## config.mk

```make
export PLATFORM = sky130hd
export DESIGN_NAME = alu_muldiv
export DESIGN_NICKNAME = d
export VERILOG_FILES = /design/src/rtl/alu_muldiv.sv
export SDC_FILE = /design/constraint.sdc
export NUM_CORES = 1
export LEC_CHECK = 0
export ABC_AREA = 1
export ABC_CLOCK_PERIOD_IN_PS = 3250
export CORE_MARGIN = 1
export CORE_UTILIZATION = 35
export CTS_CLUSTER_SIZE = 28
export DETAILED_ROUTE_END_ITERATION = 8
export SETUP_SLACK_MARGIN = 0.4
export SLEW_MARGIN = 20
export SYNTH_ARGS = -nofsm -noshare
export SYNTH_HDL_FRONTEND = slang
export SYNTH_SLANG_ARGS = --single-unit
```

## constraint.sdc

```tcl
create_clock -name clk -period 3.25 [get_ports clk]
set_input_delay 0.4875 -clock clk [delete_from_list [all_inputs] [get_ports clk]]
set_output_delay 0.4875 -clock clk [all_outputs]
set_load 0.01 [all_outputs]
```

## src/rtl/alu_muldiv.sv

```systemverilog
// Iterative radix-2 multiply/divide unit. Runs a fixed WIDTH-cycle loop on operand
// magnitudes, then applies the sign correction once in a final FIXUP cycle.
module alu_muldiv #(
  parameter int WIDTH = 32
) (
  input  logic             clk,
  input  logic             reset,
  input  logic             available,
  input  logic [4:0]       op,
  input  logic [WIDTH-1:0] in_a,
  input  logic [WIDTH-1:0] in_b,
  output logic [WIDTH-1:0] out,
  output logic             busy,
  output logic             fault
);
  localparam int CNT_W = $clog2(WIDTH) + 1;

  typedef enum logic [1:0] {S_IDLE, S_ITER, S_FIXUP, S_DONE} state_t;

  state_t           r_state;
  logic [2:0]       r_op;
  logic             r_sa, r_sb, r_bzero;
  logic [WIDTH-1:0] r_ma, r_mb;
  logic [WIDTH-1:0] r_hi, r_lo;
  logic [CNT_W-1:0] r_cnt;
  logic [WIDTH-1:0] r_out;
  logic             r_busy, r_fault;

  // request decode: signedness per operand, magnitudes (most-negative maps to 1<<(WIDTH-1))
  logic             w_valid, w_sa_in, w_sb_in;
  logic [WIDTH-1:0] w_ma_in, w_mb_in;

  assign w_valid = (op[4:3] == 2'b00);
  assign w_sa_in = in_a[WIDTH-1] & ((op[2:0] == 3'd1) | (op[2:0] == 3'd2) |
                                    (op[2:0] == 3'd4) | (op[2:0] == 3'd6));
  assign w_sb_in = in_b[WIDTH-1] & ((op[2:0] == 3'd1) | (op[2:0] == 3'd4) |
                                    (op[2:0] == 3'd6));
  assign w_ma_in = w_sa_in ? ('0 - in_a) : in_a;
  assign w_mb_in = w_sb_in ? ('0 - in_b) : in_b;

  // multiply step: {hi,lo} holds partial product over the shifting multiplier
  logic [WIDTH-1:0] w_addend;
  logic [WIDTH:0]   w_msum;

  assign w_addend = r_lo[0] ? r_ma : '0;
  assign w_msum   = {1'b0, r_hi} + {1'b0, w_addend};

  // restoring divide step: hi is partial remainder, lo shifts dividend out / quotient in
  logic [WIDTH:0]   w_shr;
  logic             w_ge;
  logic [WIDTH-1:0] w_dsub;

  assign w_shr  = {r_hi, r_lo[WIDTH-1]};
  assign w_ge   = (w_shr >= {1'b0, r_mb});
  assign w_dsub = w_shr[WIDTH-1:0] - r_mb;

  // sign correction
  logic               w_neg;
  logic [2*WIDTH-1:0] w_prod, w_prod_s;
  logic [WIDTH-1:0]   w_quo, w_rem, w_res;

  assign w_neg    = r_sa ^ r_sb;
  assign w_prod   = {r_hi, r_lo};
  assign w_prod_s = w_neg ? ('0 - w_prod) : w_prod;
  assign w_quo    = r_bzero ? '1 : (w_neg ? ('0 - r_lo) : r_lo);
  assign w_rem    = r_sa ? ('0 - r_hi) : r_hi;

  always_comb begin
    w_res = '0;
    case (r_op)
      3'd0:             w_res = w_prod_s[WIDTH-1:0];
      3'd1, 3'd2, 3'd3: w_res = w_prod_s[2*WIDTH-1:WIDTH];
      3'd4, 3'd5:       w_res = w_quo;
      default:          w_res = w_rem;
    endcase
  end

  always_ff @(posedge clk or negedge reset) begin
    if (!reset) begin
      r_state <= S_IDLE;
      r_op    <= '0;
      r_sa    <= 1'b0;
      r_sb    <= 1'b0;
      r_bzero <= 1'b0;
      r_ma    <= '0;
      r_mb    <= '0;
      r_hi    <= '0;
      r_lo    <= '0;
      r_cnt   <= '0;
      r_out   <= '0;
      r_busy  <= 1'b0;
      r_fault <= 1'b0;
    end else begin
      case (r_state)
        S_IDLE: begin
          if (available) begin
            if (w_valid) begin
              r_op    <= op[2:0];
              r_sa    <= w_sa_in;
              r_sb    <= w_sb_in;
              r_bzero <= (in_b == '0);
              r_ma    <= w_ma_in;
              r_mb    <= w_mb_in;
              r_hi    <= '0;
              r_lo    <= op[2] ? w_ma_in : w_mb_in;
              r_cnt   <= CNT_W'(WIDTH - 1);
              r_busy  <= 1'b1;
              r_fault <= 1'b0;
              r_state <= S_ITER;
            end else begin
              r_fault <= 1'b1;
              r_state <= S_DONE;
            end
          end else begin
            r_busy  <= 1'b0;
            r_fault <= 1'b0;
          end
        end
        S_ITER: begin
          if (r_op[2]) begin
            r_hi <= w_ge ? w_dsub : w_shr[WIDTH-1:0];
            r_lo <= {r_lo[WIDTH-2:0], w_ge};
          end else begin
            r_hi <= w_msum[WIDTH:1];
            r_lo <= {w_msum[0], r_lo[WIDTH-1:1]};
          end
          if (r_cnt == '0) begin
            r_state <= S_FIXUP;
          end else begin
            r_cnt <= r_cnt - CNT_W'(1);
          end
        end
        S_FIXUP: begin
          r_out   <= w_res;
          r_busy  <= 1'b0;
          r_state <= S_DONE;
        end
        S_DONE: begin
          // held until the requester releases; no re-accept from here
          if (!available) begin
            r_fault <= 1'b0;
            r_state <= S_IDLE;
          end
        end
        default: r_state <= S_IDLE;
      endcase
    end
  end

  assign out   = r_out;
  assign busy  = r_busy;
  assign fault = r_fault;

endmodule

```

==> flow_metrics.py <==
metrics = {
    "outcome": {
        "outcome": "finished, final reports clean",
    },
    "grt": {
        "antenna_found_initial": 2,
        "grt_pass1_vias": 19900,
        "overflow": 0,
        "grt_max_degree": 102,
        "grt_usage_pct": 28.7,
        "grt_pass1_wl_um": 122000,
    },
    "yosys": {
        "syn_area_per_cell_um2": 5.76,
        "synth_edf_count": 0,
        "synth-seq-area-share_pct": 22.9,
        "synth_top_area_cell": "dfrtp_1",
        "synthMostInstantiatedCell": "nand2_1",
        "ys.flop_type": "dfrtp_1",
        "synth_top_cell_area_share_pct": 22.9,
        "ys_ff_latch": 176,
        "syn_nets": 3491,
        "async_flop_share_pct": 100,
        "netlist_top_cells_area": "dfrtp_1 23%, nand2_1 22%, inv_1 9.1%, nand3_1 8.9%, nor2_1 6.9%",
        "netlist_top_cells_count": "1,123 x nand2_1, 465 x inv_1, 355 x nor2_1",
        "yosysWarnings": 0,
        "synth_area_mm2": 0.0192,
        "synth_cell_types": 55,
        "syn_inst": 3343,
    },
    "worst_hold_path": {
        "hp-start": "out[5]",
        "hold_depth": 2,
        "hold_class": "reg2reg",
    },
    "detailed_routing": {
        "drcViolationCount": 0,
        "wl_met1_um": 36100,
        "dr.first_iter.drc_count": 2427,
        "wl_per_cell_um": 19.4,
        "drt-total-wl_um": 80400,
        "wl_met3_um": 6040,
        "drtPass1Iterations": 6,
        "ant_nets": 0,
        "wl_met2_um": 35600,
        "top_layer": "met5",
        "vias_per_cell": 5.28,
        "vias": 21900,
    },
    "place": {
        "placed_cell_area_mm2": 0.0213,
        "dp_hpwl_um": 65300,
        "io_buffers": 105,
        "place_congestion": 1.02,
    },
    "sta": {
        "fin_hold_ws_ps": 480,
        "hold_violations": 0,
        "max_freq_ghz": 0.366,
        "drv_slew": 0,
        "finClkSkew_ps": 14.4,
        "finalSetupViolCount": 0,
        "worst_pin_slew_ps": 916,
        "fin_crit_sh_pct": 84.1,
        "max-slew-margin-rel_pct": 38.9,
        "fin_crit_ps": 2730,
        "grt_setup_unrepaired": "false",
        "finalSetupTns_ps": 0,
    },
    "power": {
        "power_frac_clock_pct": 9.7,
        "p_per_area_mw_per_mm2": 1000,
        "irDropWorstVdd_uv": 585,
        "switching_power_mw": 12.7,
        "p_leak_nw": 11.5,
        "p_seq_share_pct": 19.4,
        "p_int_mw": 9.16,
        "swShare_pct": 58.2,
        "comb_power_share_pct": 70.9,
    },
    "setup_path": {
        "reg2reg_from": "r_lo[0]",
        "path_delay_family": "simple AND/OR/NAND/NOR gates",
        "cpPeakStageDelay_ps": 490,
        "path_max_fanout": 9,
        "worstRegToRegCells": 15,
        "path_buf_inv": 2,
        "end_kind": "flip-flop",
        "crit_cells": 15,
        "cp_slowest_cell": "dfrtp_2",
        "crit_path_start": "r_lo[0]",
        "cpMostUsedCell": "nand2_1",
        "start_kind": "flip-flop",
        "crit_chain": "buf_4 > nand2_1 > inv_1 > ha_1 > nand2_1 > o21ai_2 > nand2_1 > nand2_1 > nand2_1 > nand2_1 > nand2_1 > nand3_1 > nand3_1 > nand3_1 > nand2_1",
        "critical_path_class": "reg2reg",
        "crit_arrival_ps": 3120,
        "cp.required_ps": 3640,
    },
    "clock_tree": {
        "clockRootBuffer": "clkbuf_16",
        "cts.sinks": 176,
        "h-tree-depth": 4,
        "clk-insertion-delay-late_ps": 500,
        "clk_path_buf_depth": 2,
        "cts_tree": "done",
        "cts-buffers-inserted": 17,
        "clk_pin_slew_ps": 80,
    },
    "final_layout": {
        "final_nets": 3589,
        "fin_area_mm2": 0.0219,
        "drive_gt1_share_pct": 6.31,
        "area_delta_synth_final_pct": 13.8,
        "antenna_cells": 0,
    },
    "die": {
        "die_area_mm2": 0.0559,
        "start_util_pct": 35.6,
        "pin_count": 106,
        "rows": 85,
        "die_w_um": 236,
        "chipHeight_um": 236,
        "coreArea_mm2": 0.0540,
    },
    "run": {
        "drv_cap": 0,
    },
}
[layout make-up]
| type | count | area, um^2 |
|---|---|---|
| multi-input cells | 2582 | 12600 |
| repair buffers | 176 | 1650 |
| flip-flops and latches | 176 | 4410 |
| well taps | 696 | 871 |
| inverters | 488 | 1840 |
| clock inverters | 12 | 125 |
| clock buffers | 20 | 447 |
| fillers | 6054 | 32100 |
[per-layer routing]
metal	track usage, %	vias to the layer above
li1	-	10800
met1	40.3	10100
met2	44.6	901
met3	4.39	118
met4	9.76	4
met5	0	-
[path summary, 6_finish.rpt]
| check | to | slack [ps] |
|---|---|---|
| hold / removal | out[5] | 480 |
| setup reg to reg | r_hi[28] | 520 |
| setup / recovery | r_hi[28] | 520 |
| min in group asynchronous | r_hi[25] | 560 |
| hold reg to reg | out[5] | 480 |
| max in group asynchronous | r_op[2] | 1970 |
[power by group through the flow]
| stage | sequential, mW | clock [mW] | combinational, mW |
|---|---|---|---|
| 2_1_floorplan | 3.95 | 0 | 10.1 |
| 3_3_place_gp | 4.23 | 0 | 15.1 |
| 3_5_place_dp | 4.25 | 0 | 15.1 |
| 4_1_cts | 4.21 | 2.17 | 15.2 |
| 5_1_grt | 4.33 | 2.25 | 17.1 |
| 6_report | 4.24 | 2.12 | 15.5 |
[kinds of logic (layout without fill, tap and decap cells)]
logic type	after synthesis	count (layout)	synth area share (%)
simple gates	2011	2011	44.7
buf+inv	585	696	12.0
compound gates	427	427	12.3
flops	176	176	22.9
fa+ha+maj	76	76	5.02
xor+xnor	68	68	3.10
[registers in the layout, summed over array words and instances (netlist names), 2 cells and up]
register	flops
out	32
r_cnt	6
r_hi	32
r_lo	32
r_ma	32
r_mb	32
r_op	3
r_state	2
[metrics by stage]
stage	utilization [%]	std cells	worst slack, ps	total power [mW]
floorplan	-	3343	867	14.1
global placement	39.4	4116	364	19.4
detailed placement	39.4	4116	378	19.4
CTS	40.5	4149	523	21.6
global route	40.5	4150	413	23.6
finish	40.5	4150	517	21.9
[cell usage in the layout (no fill, tap or decap), types with 3 or more instances in the layout]
| master | instances |
|---|---|
| nor2_4 | 11 |
| buf_12 | 5 |
| nor2_1 | 354 |
| nand4_1 | 59 |
| a21o_1 | 4 |
| o21ai_1 | 30 |
| nand2_2 | 15 |
| a31oi_1 | 39 |
| buf_4 | 65 |
| o21bai_1 | 11 |
| xnor2_1 | 10 |
| or2_0 | 3 |
| xor2_1 | 58 |
| nand3_1 | 341 |
| inv_1 | 464 |
| nor3_1 | 22 |
| nand3_2 | 4 |
| nand2_1 | 1122 |
| o21ai_4 | 3 |
| or2_1 | 3 |
| clkbuf_16 | 17 |
| ha_1 | 74 |
| or2_2 | 13 |
| nand2_4 | 3 |
| nor2_2 | 27 |
| dfrtp_1 | 173 |
| nand3_4 | 3 |
| o21a_1 | 6 |
| clkdlybuf4s50_1 | 104 |
| and2_1 | 3 |
| a21oi_2 | 3 |
| o21ai_0 | 153 |
| inv_2 | 20 |
| o211ai_1 | 13 |
| dfrtp_2 | 3 |
| clkinv_4 | 3 |
| a21oi_1 | 154 |
| inv_6 | 3 |
| nand3b_1 | 21 |
[repair_timing]
action | CTS | global route
endpoints found under the hold margin | 3 | 0
endpoints found under the setup margin | 0 | 13
resized for setup | 0 | 7
setup buffers | 0 | 1
hold buffers | 1 | 0
[tightest hold or removal path: stages, from the launching register on]
cell,delay (ps)
dfrtp_1,340
nand2_1,50
nand2_1,50
No activity file was read; power rests on OpenSTA's default activity.
